### config.mk
export PLATFORM = sky130hd
export DESIGN_NAME = rtc_display_driver
export DESIGN_NICKNAME = d
export VERILOG_FILES = /design/src/rtl/rtc_display_driver.sv
export SDC_FILE = /design/constraint.sdc
export NUM_CORES = 1
export LEC_CHECK = 0
export ABC_AREA = 1
export ABC_CLOCK_PERIOD_IN_PS = 1900
export CORE_MARGIN = 5
export CORE_UTILIZATION = 45
export CTS_BUF_LIST = sky130_fd_sc_hd__clkbuf_16
export DETAILED_ROUTE_END_ITERATION = 8
export REMOVE_ABC_BUFFERS = 1
export SLEW_MARGIN = 30
export SYNTH_ARGS = -nofsm -noshare
export SYNTH_HDL_FRONTEND = slang
export SYNTH_SLANG_ARGS = --single-unit
### constraint.sdc
create_clock -name clk_50MHz -period 1.9 [get_ports clk_50MHz]
set_input_delay 0.19 -clock clk_50MHz [delete_from_list [all_inputs] [get_ports clk_50MHz]]
set_output_delay 0.19 -clock clk_50MHz [all_outputs]
set_load 0.02 [all_outputs]
### src/rtl/rtc_display_driver.sv
// rtc_display_driver: six-digit multiplexed common-anode 7-segment driver for an RTC.
// The time is snapshotted once per frame and converted to BCD by a subtract-by-ten engine.
// Converted digits are double buffered, so the display only changes at a frame wrap.
// The hour and minute fields blink while the RTC is in set mode.
//
// Ports:
//   clk_50MHz     system clock, rising edge
//   reset         synchronous active-high reset
//   hour_counter  binary hours   (valid 0..23)
//   min_counter   binary minutes (valid 0..59)
//   sec_counter   binary seconds (valid 0..59)
//   clk_1Hz       RTC 1 Hz square wave, used as a level
//   mode          0 = run, 1 = set (blink)
//   seg_n         active-low segments, bit0 = a .. bit6 = g
//   dp_n          active-low decimal point
//   digit_en_n    active-low digit enables, bit0 = hour tens .. bit5 = sec ones
module rtc_display_driver #(
    parameter int unsigned SCAN_DIV = 50000
) (
    input  logic       clk_50MHz,
    input  logic       reset,
    input  logic [5:0] hour_counter,
    input  logic [5:0] min_counter,
    input  logic [5:0] sec_counter,
    input  logic       clk_1Hz,
    input  logic       mode,
    output logic [6:0] seg_n,
    output logic       dp_n,
    output logic [5:0] digit_en_n
);

    localparam int unsigned PRE_W  = (SCAN_DIV > 1) ? $clog2(SCAN_DIV) : 1;
    localparam int unsigned IDX_W  = 3;
    localparam int unsigned DIG_W  = 4;
    localparam int unsigned VAL_W  = 6;
    localparam int unsigned NUM_DIG = 6;

    localparam logic [PRE_W-1:0] PRE_LAST = PRE_W'(SCAN_DIV - 1);
    localparam logic [IDX_W-1:0] IDX_LAST = IDX_W'(NUM_DIG - 1);

    localparam logic [6:0] SEG_BLANK = 7'b1111111;
    localparam logic [6:0] SEG_DASH  = 7'b0111111;

    typedef enum logic [1:0] {
        IDLE,
        CONV_H,
        CONV_M,
        CONV_S
    } conv_state_t;

    conv_state_t state, state_next_c;

    logic [PRE_W-1:0] pre;
    logic [IDX_W-1:0] idx;
    logic             snap_pending;

    logic [VAL_W-1:0] work;
    logic [DIG_W-1:0] tens;
    logic [VAL_W-1:0] min_snap;
    logic [VAL_W-1:0] sec_snap;

    logic [NUM_DIG-1:0][DIG_W-1:0] pend_bcd;
    logic [NUM_DIG-1:0][DIG_W-1:0] disp_bcd;
    logic [2:0]                    pend_inv;
    logic [2:0]                    disp_inv;

    logic slot_end_c;
    logic frame_wrap_c;
    logic work_ge10_c;

    logic [DIG_W-1:0] cur_digit_c;
    logic             cur_inv_c;
    logic [6:0]       seg_code_c;
    logic [6:0]       seg_next_c;
    logic             dp_next_c;
    logic [5:0]       en_next_c;

    assign slot_end_c   = (pre == PRE_LAST);
    assign frame_wrap_c = slot_end_c && (idx == IDX_LAST);
    assign work_ge10_c  = (work >= VAL_W'(10));

    // Converter state register; a snapshot always restarts at the hour field.
    always_ff @(posedge clk_50MHz) begin
        if (reset) begin
            state <= IDLE;
        end else begin
            state <= state_next_c;
        end
    end

    // Converter next state: leave a field once its remainder drops below ten.
    always_comb begin
        state_next_c = state;
        if (snap_pending) begin
            state_next_c = CONV_H;
        end else begin
            case (state)
                CONV_H:  if (!work_ge10_c) state_next_c = CONV_M;
                CONV_M:  if (!work_ge10_c) state_next_c = CONV_S;
                CONV_S:  if (!work_ge10_c) state_next_c = IDLE;
                default: state_next_c = IDLE;
            endcase
        end
    end

    // Scan timing, snapshot, BCD datapath and double buffer.
    always_ff @(posedge clk_50MHz) begin
        if (reset) begin
            pre          <= '0;
            idx          <= '0;
            snap_pending <= 1'b1;
            work         <= '0;
            tens         <= '0;
            min_snap     <= '0;
            sec_snap     <= '0;
            pend_bcd     <= '0;
            disp_bcd     <= '0;
            pend_inv     <= '0;
            disp_inv     <= '0;
        end else begin
            pre <= slot_end_c ? '0 : pre + PRE_W'(1);
            if (slot_end_c) begin
                idx <= (idx == IDX_LAST) ? '0 : idx + IDX_W'(1);
            end

            // Commit whatever the converter left pending; the display is frozen within a frame.
            if (frame_wrap_c) begin
                disp_bcd <= pend_bcd;
                disp_inv <= pend_inv;
            end

            snap_pending <= frame_wrap_c;

            if (snap_pending) begin
                work     <= hour_counter;
                tens     <= '0;
                min_snap <= min_counter;
                sec_snap <= sec_counter;
                pend_inv <= {sec_counter > VAL_W'(59),
                             min_counter > VAL_W'(59),
                             hour_counter > VAL_W'(23)};
            end else if (state != IDLE) begin
                if (work_ge10_c) begin
                    work <= work - VAL_W'(10);
                    tens <= tens + DIG_W'(1);
                end else begin
                    // Remainder is the ones digit; load the next field.
                    tens <= '0;
                    case (state)
                        CONV_H: begin
                            pend_bcd[0] <= tens;
                            pend_bcd[1] <= work[DIG_W-1:0];
                            work        <= min_snap;
                        end
                        CONV_M: begin
                            pend_bcd[2] <= tens;
                            pend_bcd[3] <= work[DIG_W-1:0];
                            work        <= sec_snap;
                        end
                        default: begin
                            pend_bcd[4] <= tens;
                            pend_bcd[5] <= work[DIG_W-1:0];
                        end
                    endcase
                end
            end
        end
    end

    // Select the digit and field-invalid flag for the current slot.
    always_comb begin
        cur_digit_c = '0;
        cur_inv_c   = 1'b0;
        case (idx)
            3'd0: begin cur_digit_c = disp_bcd[0]; cur_inv_c = disp_inv[0]; end
            3'd1: begin cur_digit_c = disp_bcd[1]; cur_inv_c = disp_inv[0]; end
            3'd2: begin cur_digit_c = disp_bcd[2]; cur_inv_c = disp_inv[1]; end
            3'd3: begin cur_digit_c = disp_bcd[3]; cur_inv_c = disp_inv[1]; end
            3'd4: begin cur_digit_c = disp_bcd[4]; cur_inv_c = disp_inv[2]; end
            3'd5: begin cur_digit_c = disp_bcd[5]; cur_inv_c = disp_inv[2]; end
            default: ;
        endcase
    end

    // Active-low segment decode, g..a.
    always_comb begin
        seg_code_c = SEG_DASH;
        case (cur_digit_c)
            4'd0: seg_code_c = 7'b1000000;
            4'd1: seg_code_c = 7'b1111001;
            4'd2: seg_code_c = 7'b0100100;
            4'd3: seg_code_c = 7'b0110000;
            4'd4: seg_code_c = 7'b0011001;
            4'd5: seg_code_c = 7'b0010010;
            4'd6: seg_code_c = 7'b0000010;
            4'd7: seg_code_c = 7'b1111000;
            4'd8: seg_code_c = 7'b0000000;
            4'd9: seg_code_c = 7'b0010000;
            default: ;
        endcase
    end

    // Next output values; the first cycle of each slot is blanked to avoid ghosting.
    always_comb begin
        seg_next_c = cur_inv_c ? SEG_DASH : seg_code_c;
        dp_next_c  = 1'b1;
        en_next_c  = ~(6'(1) << idx);

        // Blink hours and minutes in set mode during the low half of the second.
        if (mode && !clk_1Hz && (idx < IDX_W'(4))) begin
            seg_next_c = SEG_BLANK;
        end

        if (((idx == IDX_W'(1)) || (idx == IDX_W'(3))) && (mode || clk_1Hz)) begin
            dp_next_c = 1'b0;
        end

        if (pre == '0) begin
            seg_next_c = SEG_BLANK;
            dp_next_c  = 1'b1;
            en_next_c  = '1;
        end
    end

    // Registered outputs.
    always_ff @(posedge clk_50MHz) begin
        if (reset) begin
            seg_n      <= SEG_BLANK;
            dp_n       <= 1'b1;
            digit_en_n <= '1;
        end else begin
            seg_n      <= seg_next_c;
            dp_n       <= dp_next_c;
            digit_en_n <= en_next_c;
        end
    end

endmodule

==> results.md <==
- WP data arrival: 2.02 ns
- Lkg Pwr: 2.50 nW
- Vias in the first global route: 4141
- Synth Instances: 664
- Synth Flop Type: dfxtp_1
- Critical path type: reg2reg
- Peak VDD IR: 742 µV
- Worst Setup End Kind: flip-flop
- Final setup vio count: 0
- Post-Route WL: 10900 µm
- ANT cells: 0
- TritonCTS clock tree: built
- Largest area contributor in the netlist: dfxtp_1
- Count leader, synth: dfxtp_1
- Count of input and output buffers: 35
- Syn avg cell area: 7.83 µm²
- First-pass GRT wire length: 19000 µm
- Remaining DRCs: 0
- HP Class: in2reg
- Largest net degree at the start of global routing: 29
- Post-CTS setup buffers: 0
- GR Overflow Total: 0
- Top cells by area, synth: dfxtp_1 43%, nand2_1 7.8%, inv_1 5.8%
- Top cell type's share of synthesized area: 0.431
- Flip-flop and latch count after synthesis: 112
- Clk root buf: clkbuf_16
- Core area: 11400 µm²
- Die height: 117 µm
- Site row count: 39
- Power per cell area: 862 nW/µm²
- EDFF count, synth: 0
- Outcome: complete, no violations
- H-tree levels: 3
- CP startpoint: pre[0]$_SDFF_PP0_
- Slew HR: 0.731
- Skew final: 0.0112 ns
- Die X: 117 µm
- Starting density of the core: 0.457
- Final Hold Fails: 0
- GRT Total Usage: 0.163
- Ports: 36
- Die Area: 13800 µm²
- Placed instance area: 5700 µm²
- Worst slack at placement: 0.168 ns
- Fin Setup TNS: 0 ns
- Yosys cell types: 41
- CTS Sinks: 112
- Hold Crit Depth: 3
- Syn Std Cell Area: 5200 µm²
- Clock transition at path regs: 0.08 ns
- Antenna violations before repair: 0
- Via count: 4206
- Final instance area: 6020 µm²
- Final WS setup: 0.163 ns
- RePlAce Congestion: 0.833
- Area delta synth->final: 15.8%
- Final period utilization: 0.914
- Worst-Skew Late Latency: 0.36 ns
- Hold wc startpoint: sec_counter[1]
- WL/cell: 12.8 µm
- Worst reg2reg path depth: 8
- Hpwl dp: 8180 µm
- WP data required: 2.18 ns
- Iteration count of the initial detailed-routing pass: 4
- Sequential element share of the synthesized area: 0.431
- Nets: 737
- Vias/cell: 4.94
- Ys Warns: 0
- Share of layout cells above drive strength 1: 0.159
- Synth cell count leaders: 112 x dfxtp_1, 108 x nand2_1, 80 x inv_1
- Antenna Nets Post-Route: 0
- Clock Path Buffers: 2
- Max Freq: 576 MHz
- Max Cap Violations: 0
- Post-synthesis async set-or-reset flop share: 0
- CTS Buf Count: 9
- Tmin final: 1.74 ns
- R2r startpoint: pre[0]$_SDFF_PP0_
- Final Max Slew Viols: 0
- Worst Tran Pin Value: 0.404 ns
- Crit path max fanout: 28
- RSZ-0062 raised after global routing: false
- CP Launch Type: flip-flop
- DR iter-0 viols: 161
final timing paths:
kind / to / slack, ns
worst max-delay path: disp_bcd[18]$_SDFFE_PP0P_ / 0.16
worst max register to register: disp_bcd[18]$_SDFFE_PP0P_ / 0.16
worst min register to register: sec_snap[1]$_SDFFE_PP0P_ / 0.45
worst min-delay path: sec_snap[1]$_SDFFE_PP0P_ / 0.39
layout make-up:
type                            instances  area (µm²)
Clock buffer                            9         225
Multi-Input combinational cell        431        2410
Clock inverter                          7        95.1
Inverter                               95         359
Sequential cell                       112        2240
Tap cell                              143         179
Fill cell                            1099        5350
Timing Repair Buffer                   55         513
through the flow:
step,instances,power [W],utilization,hold slack [ns]
global placement,836,0.00321,0.501,0.432
detailed placement,836,0.00323,0.501,0.433
floorplan,638,0.00300,-,0.259
global route,852,0.00544,0.530,0.397
CTS,852,0.00525,0.529,0.379
finish,852,0.00519,0.530,0.386
what timing repair did:
item | CTS | global route
setup endpoints to repair | 0 | 4
hold buffers | 0 | 0
resized for setup | 0 | 1
state kept, by name, summed over array words and instances, names as in the netlist, 6 cells and up:
name / flops
pre: 16
pend_bcd: 24
digit_en_n: 6
disp_bcd: 24
seg_n: 7
sec_snap: 6
work: 6
min_snap: 6
cells by family after synthesis:
kind of cell | Yosys count | synth area share
fa+ha+maj | 11 | 0.0265
buf+inv | 121 | 0.106
mux | 1 | 0.00193
compound gates | 165 | 0.181
simple gates | 248 | 0.243
xor+xnor | 6 | 0.0101
flops | 112 | 0.431
metal layers:
layer	vias to the layer above	track usage	part of all wire
met5	-	0	0
met4	0	0.0552	0.017
met3	17	0.0452	0.035
met2	65	0.267	0.47
met1	1876	0.206	0.48
li1	2248	-	-
report_power, final:
group          internal [W]  switching, W
registers           0.00245     0.0000674
clock network       0.00116      0.000858
logic              0.000252      0.000405
layout by cell type (no fill, tap or decap), types with 14 or more instances in the layout:
cell type,instances
a21oi_1,45
a21oi_2,23
buf_4,19
clkdlybuf4s50_1,35
dfxtp_1,111
inv_1,80
nand2_1,108
nand3_1,32
nand4_1,14
nor2_1,48
o21ai_0,50
o21ai_1,34
critical path, cell delays in order (launching register included):
cell,delay (ns)
dfxtp_1,0.38
ha_1,0.22
nand3_2,0.10
nor2_1,0.20
nand2_4,0.14
nor2_8,0.20
buf_12,0.22
o21ai_1,0.10
a21oi_2,0.11
(Power assumes the default switching activity.)
==> patch 1 (config.mk and constraints unchanged) <==
Put one more register stage on the output `seg_n`, with the module's reset. The value now appears one clock later. The other outputs are not delayed to match.
--- a/src/rtl/rtc_display_driver.sv
+++ b/src/rtl/rtc_display_driver.sv
@@ -48,4 +48,6 @@
         CONV_S
     } conv_state_t;
+
+    logic [6:0] seg_n_s0;
 
     conv_state_t state, state_next_c;
@@ -226,9 +228,9 @@
     always_ff @(posedge clk_50MHz) begin
         if (reset) begin
-            seg_n      <= SEG_BLANK;
+            seg_n_s0   <= SEG_BLANK;
             dp_n       <= 1'b1;
             digit_en_n <= '1;
         end else begin
-            seg_n      <= seg_next_c;
+            seg_n_s0   <= seg_next_c;
             dp_n       <= dp_next_c;
             digit_en_n <= en_next_c;
@@ -236,4 +238,12 @@
     end
 
+    always_ff @(posedge clk_50MHz) begin
+        if (reset) begin
+            seg_n <= '0;
+        end else begin
+            seg_n <= seg_n_s0;
+        end
+    end
+
 endmodule
 
Check against the original RTL: not equivalent (a bounded check fails within 4 cycles, from zero or initial values and one cycle with reset high).
==> patch 1 against the unedited design <==
Cell area grew 3.2%. Fmax grew 2.9%. Largest power group is now the clock network. Via count up 5.2%. Highest routed layer unchanged. Synthesized cell count up 0.60%. Wire length grew 7.6%. Global-route usage up 2.0 points. Worst setup slack improved by 0.050 ns. Synthesized area is 1.2% lower. Sequential cell count grew 7. Critical path depth unchanged. Total power up 20%. Critical endpoint is now disp_bcd[17]$_SDFFE_PP0P_. Die area decreased by 1.1%.
==> patch 1: results (changes against the unedited design) <==
| Metric | Value |
|---|---|
| Run status | `finished clean` |
| Post-Route WL | `11.7 mm (+7.6%)` |
| Clk_skew | `0.00633 ns (-0.00491 ns)` |
| Top cells by area, synth | `dfxtp_1 (46%), nand2_1 (7.4%), o21ai_0 (7.0%), a21oi_1 (6.9%), inv_1 (6.5%)` |
| WP data arrival | `2.03 ns` |
| Reg-to-reg slack, setup | `0.21 ns (+0.05 ns)` |
| Min-Delay Startpoint | `sec_counter[1]` |
| FILL cells | `1074 (-2.3%)` |
| ClkCell Share | `0.0874 (+0.0342)` |
| CTS clock-pin slew for the worst setup and hold paths | `0.05 ns (-0.03 ns)` |
| Clk_lat worst skew | `0.41 ns (+0.05 ns)` |
| Clock buffers | `17 (+8)` |
| CP delay by family, top | `simple AND/OR/NAND/NOR gates` |
| Met3 wire length | `626 um (+65%)` |
| Multi-input gate share of total cell area | `0.361 (-0.0386)` |
| Port bufs | `35 (unchanged)` |
| #MultiIn Comb | `428 (-0.70%)` |
| Critical Path Fanout Max | `27 (-3.6%)` |
| R2r startpoint | `pre[0]$_SDFF_PP0_` |
| Yosys cell types | `36 (-12%)` |
| Worst slack, placed | `-0.138 ns (-0.306 ns)` |
| Share of cells above drive strength 1 | `0.110 (-0.0490)` |
| Max stage delay on crit path | `around 0.37 ns` |
| M1 wire length | `5.61 mm (+7.5%)` |
| Routed vias/inst | `5.10 (+3.3%)` |
| Most frequent cells after synthesis | `dfxtp_1 (119), nand2_1 (102), inv_1 (89)` |
| Non-clock buffering overhead | `0.0818 (-0.00345)` |
| Pre-antenna DRT Iters | `5 (+1)` |
| Sw frac | `0.242 (-0.0147)` |
| GR Layer Usage met1 | `0.242 (+0.0359)` |
| H-tree levels | `4 (+1)` |
| Pin count of the biggest net entering global routing | `54 (+86%)` |
| Fin crit period | `1.69 ns (-0.0496 ns)` |
| Leakage Power | `2.64 nW (+5.3%)` |
| Root Driver | `clkbuf_16` |
| Worst IR Drop VDD | `717 uV (-3.3%)` |
| M3 GR Usage | `0.0519 (+0.00676)` |
| Layout net count | `746 (+1.2%)` |
| Ant diodes | `0 (unchanged)` |
| Met2 Use GR | `0.283 (+0.0152)` |
| GRT Util Overall | `0.183 (+0.0197)` |
| Number of global-route vias before repair | `4093 (-1.2%)` |
| Reg2reg path depth | `8 (unchanged)` |
| Sequential cell area | `2380 um^2 (+6.2%)` |
| First-pass GRT wire length | `19.5 mm (+2.6%)` |
| Max_slew headroom | `0.581 (-0.149)` |
| Highest routed metal layer | `met4` |
| Sequential area share after synthesis | `0.463 (+0.0323)` |
| Signal buffers | `52 (-5.5%)` |
| Post-DP HPWL | `8.41 mm (+2.8%)` |
| Met2 wire length | `5.29 mm (+3.5%)` |
| Initial DRC count | `320 (+99%)` |
| Reg-to-Reg End | `disp_bcd[17]$_SDFFE_PP0P_` |
| Hold Path Cell Cnt | `3 (unchanged)` |
| Clock sink count | `119 (+6.3%)` |
| Final hold slack | `0.341 ns (-0.0454 ns)` |
| Gp weighted congestion | `0.873 (+4.9%)` |
## patch 1: power by group through the flow
stage	sequential, mW	clock, mW	combinational, mW
final	2.69	2.95	0.611
after global routing	2.70	3.12	0.688
after CTS	2.68	3.01	0.615
after detailed placement	2.74	0	0.610
after global placement	2.73	0	0.602
after floorplan	2.74	0	0.384
## patch 1: cells by family (layout without fill, tap and decap cells)
group | count (synthesis) | after routing | share of synthesized area
xor+xnor | 4 | 4 | 0.00682
flops | 119 | 119 | 0.463
compound gates | 171 | 171 | 0.175
mux | 3 | 3 | 0.00584
buf+inv | 121 | 178 | 0.102
fa+ha+maj | 11 | 11 | 0.0268
simple gates | 239 | 239 | 0.220
## patch 1: repair_timing
item / CTS / global route
gates resized for setup: 0 / 4
buffers inserted: 0 / 0
setup endpoints to repair: 0 / 13
## patch 1: per-stage QoR
stage	instances	setup TNS, ns	instance area (um^2)
finish	868	0	6210
floorplan	642	0	4970
global placement	836	-0.458	5630
detailed placement	836	-0.600	5630
CTS	867	0	6170
global route	868	0	6210
==> patch 2 (same flow settings) <==
Without the edit above. `SCAN_DIV`: 50000 -> 12500.
--- a/src/rtl/rtc_display_driver.sv
+++ b/src/rtl/rtc_display_driver.sv
@@ -16,5 +16,5 @@
 //   digit_en_n    active-low digit enables, bit0 = hour tens .. bit5 = sec ones
 module rtc_display_driver #(
-    parameter int unsigned SCAN_DIV = 50000
+    parameter int unsigned SCAN_DIV = 12500
 ) (
     input  logic       clk_50MHz,
Behaviour: no difference found for any inputs over 10 cycles, from zero or initial values and one cycle with reset high; that may be too few to reach the edited logic, so the function may still have changed.
==> patch 2 against the unedited design <==
Cell area down 2.8%. Synthesized area shrank 3.2%. Worst setup slack got worse by 0.0094 ns. Synthesized cell count grew 4.5%. Sequential cell count down 2. Total power shrank 2.9%. Largest power group unchanged. Critical path type unchanged. Wire length decreased by 0.23%. Clock power is 9% lower.
==> patch 2: results (changes against the unedited design) <==
| Metric | Value |
|---|---|
| Finished Layout Cells | `875 (+2.7%)` |
| M3 GR Usage | `0.0376 (-0.00757)` |
| FILL cells | `1069 (-2.7%)` |
| Hold Path Cell Cnt | `3 (unchanged)` |
| Top cells by area, synth | `dfxtp_1 (44%), nand2_1 (12%), inv_1 (7.8%), a21oi_1 (6.6%), o21ai_0 (5.1%)` |
| Worst slack, placed | `0.140 ns (-0.0281 ns)` |
| Worst IR Drop VDD | `662 uV (-11%)` |
| Yosys cell types | `38 (-7.3%)` |
| Post-Route WL | `10.9 mm (-0.23%)` |
| Placed cell areas | `5520 um^2 (-3.1%)` |
| First-pass GRT wire length | `18.7 mm (-1.6%)` |
| Synth Area per Inst | `7.25 um^2 (-7.4%)` |
| Post-DP HPWL | `8.29 mm (+1.3%)` |
| Final hold slack | `0.415 ns (+0.0287 ns)` |
| Gp weighted congestion | `0.896 (+7.5%)` |
| Run status | `finished clean` |
| Number of global-route vias before repair | `4039 (-2.5%)` |
| Vias | `4227 (+0.50%)` |
| Min-Delay Startpoint | `sec_counter[0]` |
| GRT Util Overall | `0.173 (+0.00970)` |
| Async set-reset flop share out of synthesis | `0 (unchanged)` |
| Met3 wire length | `444 um (+17%)` |
| Cell Int Power | `3.71 mW (-4.0%)` |
| Most frequent cells after synthesis | `nand2_1 (163), dfxtp_1 (110), inv_1 (104)` |
| Max_slew headroom | `0.695 (-0.0357)` |
| Share of cells above drive strength 1 | `0.0925 (-0.0669)` |
| Leakage Power | `2.45 nW (-2.2%)` |
| Slowest stage cell, crit path | `dfxtp_2` |
| Initial DRC count | `210 (+30%)` |
| P per Cell Area | `861 nW/um^2 (-0.15%)` |
| Hold endpoint | `sec_snap[0]$_SDFFE_PP0P_` |
| Layout net count | `764 (+3.7%)` |
| Clk_skew | `0.00697 ns (-0.00427 ns)` |
| Sequential area share after synthesis | `0.437 (+0.00630)` |
| Pin count of the biggest net entering global routing | `69 (+140%)` |
| Met2 wire length | `5.12 mm (+0.24%)` |
| Clk_lat worst skew | `0.34 ns (-0.02 ns)` |
| Hold/Removal Path Class | `in2reg` |
| Pre-antenna DRT Iters | `5 (+1)` |
| M1 wire length | `5.12 mm (-1.9%)` |
| Placed cell count | `857 (+2.5%)` |
| Port bufs | `35 (unchanged)` |
| Critical Path Fanout Max | `14 (-50%)` |
| CTS clock-pin slew for the worst setup and hold paths | `0.07 ns` |
| GR Layer Usage met1 | `0.218 (+0.0118)` |
| Reg-to-Reg End | `disp_bcd[15]$_SDFFE_PP0P_` |
| WP data arrival | `1.97 ns (-0.05 ns)` |
| Comb. pwr | `705 uW (+7.3%)` |
| Max stage delay on crit path | `0.35 ns (-0.03 ns)` |
| Biggest regs | `disp_bcd (24), pend_bcd (24), pre (14)` |
| Met2 Use GR | `0.295 (+0.0276)` |
| Setup WS post-layout | `0.154 ns (-0.00939 ns)` |
| Clock tree buffer depth | `2 (unchanged)` |
[patch 2: final cells by class]
class / count / area [um^2] / area share
clock buffer: 9 / 225 / 0.0385
clock inverter: 6 / 63.8 / 0.0109
inverter: 112 / 423 / 0.0723
multi-input combinational: 447 / 2260 / 0.386
sequential: 110 / 2210 / 0.377
tap: 140 / 175 / 0.0299
timing repair buffer: 51 / 503 / 0.0860
[patch 2: cell families (layout without fill, tap and decap cells)]
group / after synthesis / count (layout) / synth area share
DFF: 110 / 110 / 0.437
muxes: 1 / 1 / 0.00199
and+or+nand+nor: 294 / 294 / 0.266
AOI/OAI and AO/OA: 134 / 134 / 0.139
buffers and inverters: 137 / 178 / 0.116
xor gates and xnor gates: 7 / 7 / 0.0122
adders and majority gates: 11 / 11 / 0.0273
[patch 2: timing repair]
action / CTS / global route
hold endpoints to repair: 0 / 0
buffers inserted: 0 / 3
gates resized for setup: 0 / 8
hold buffers: 0 / 0
endpoints found under the setup margin: 0 / 17
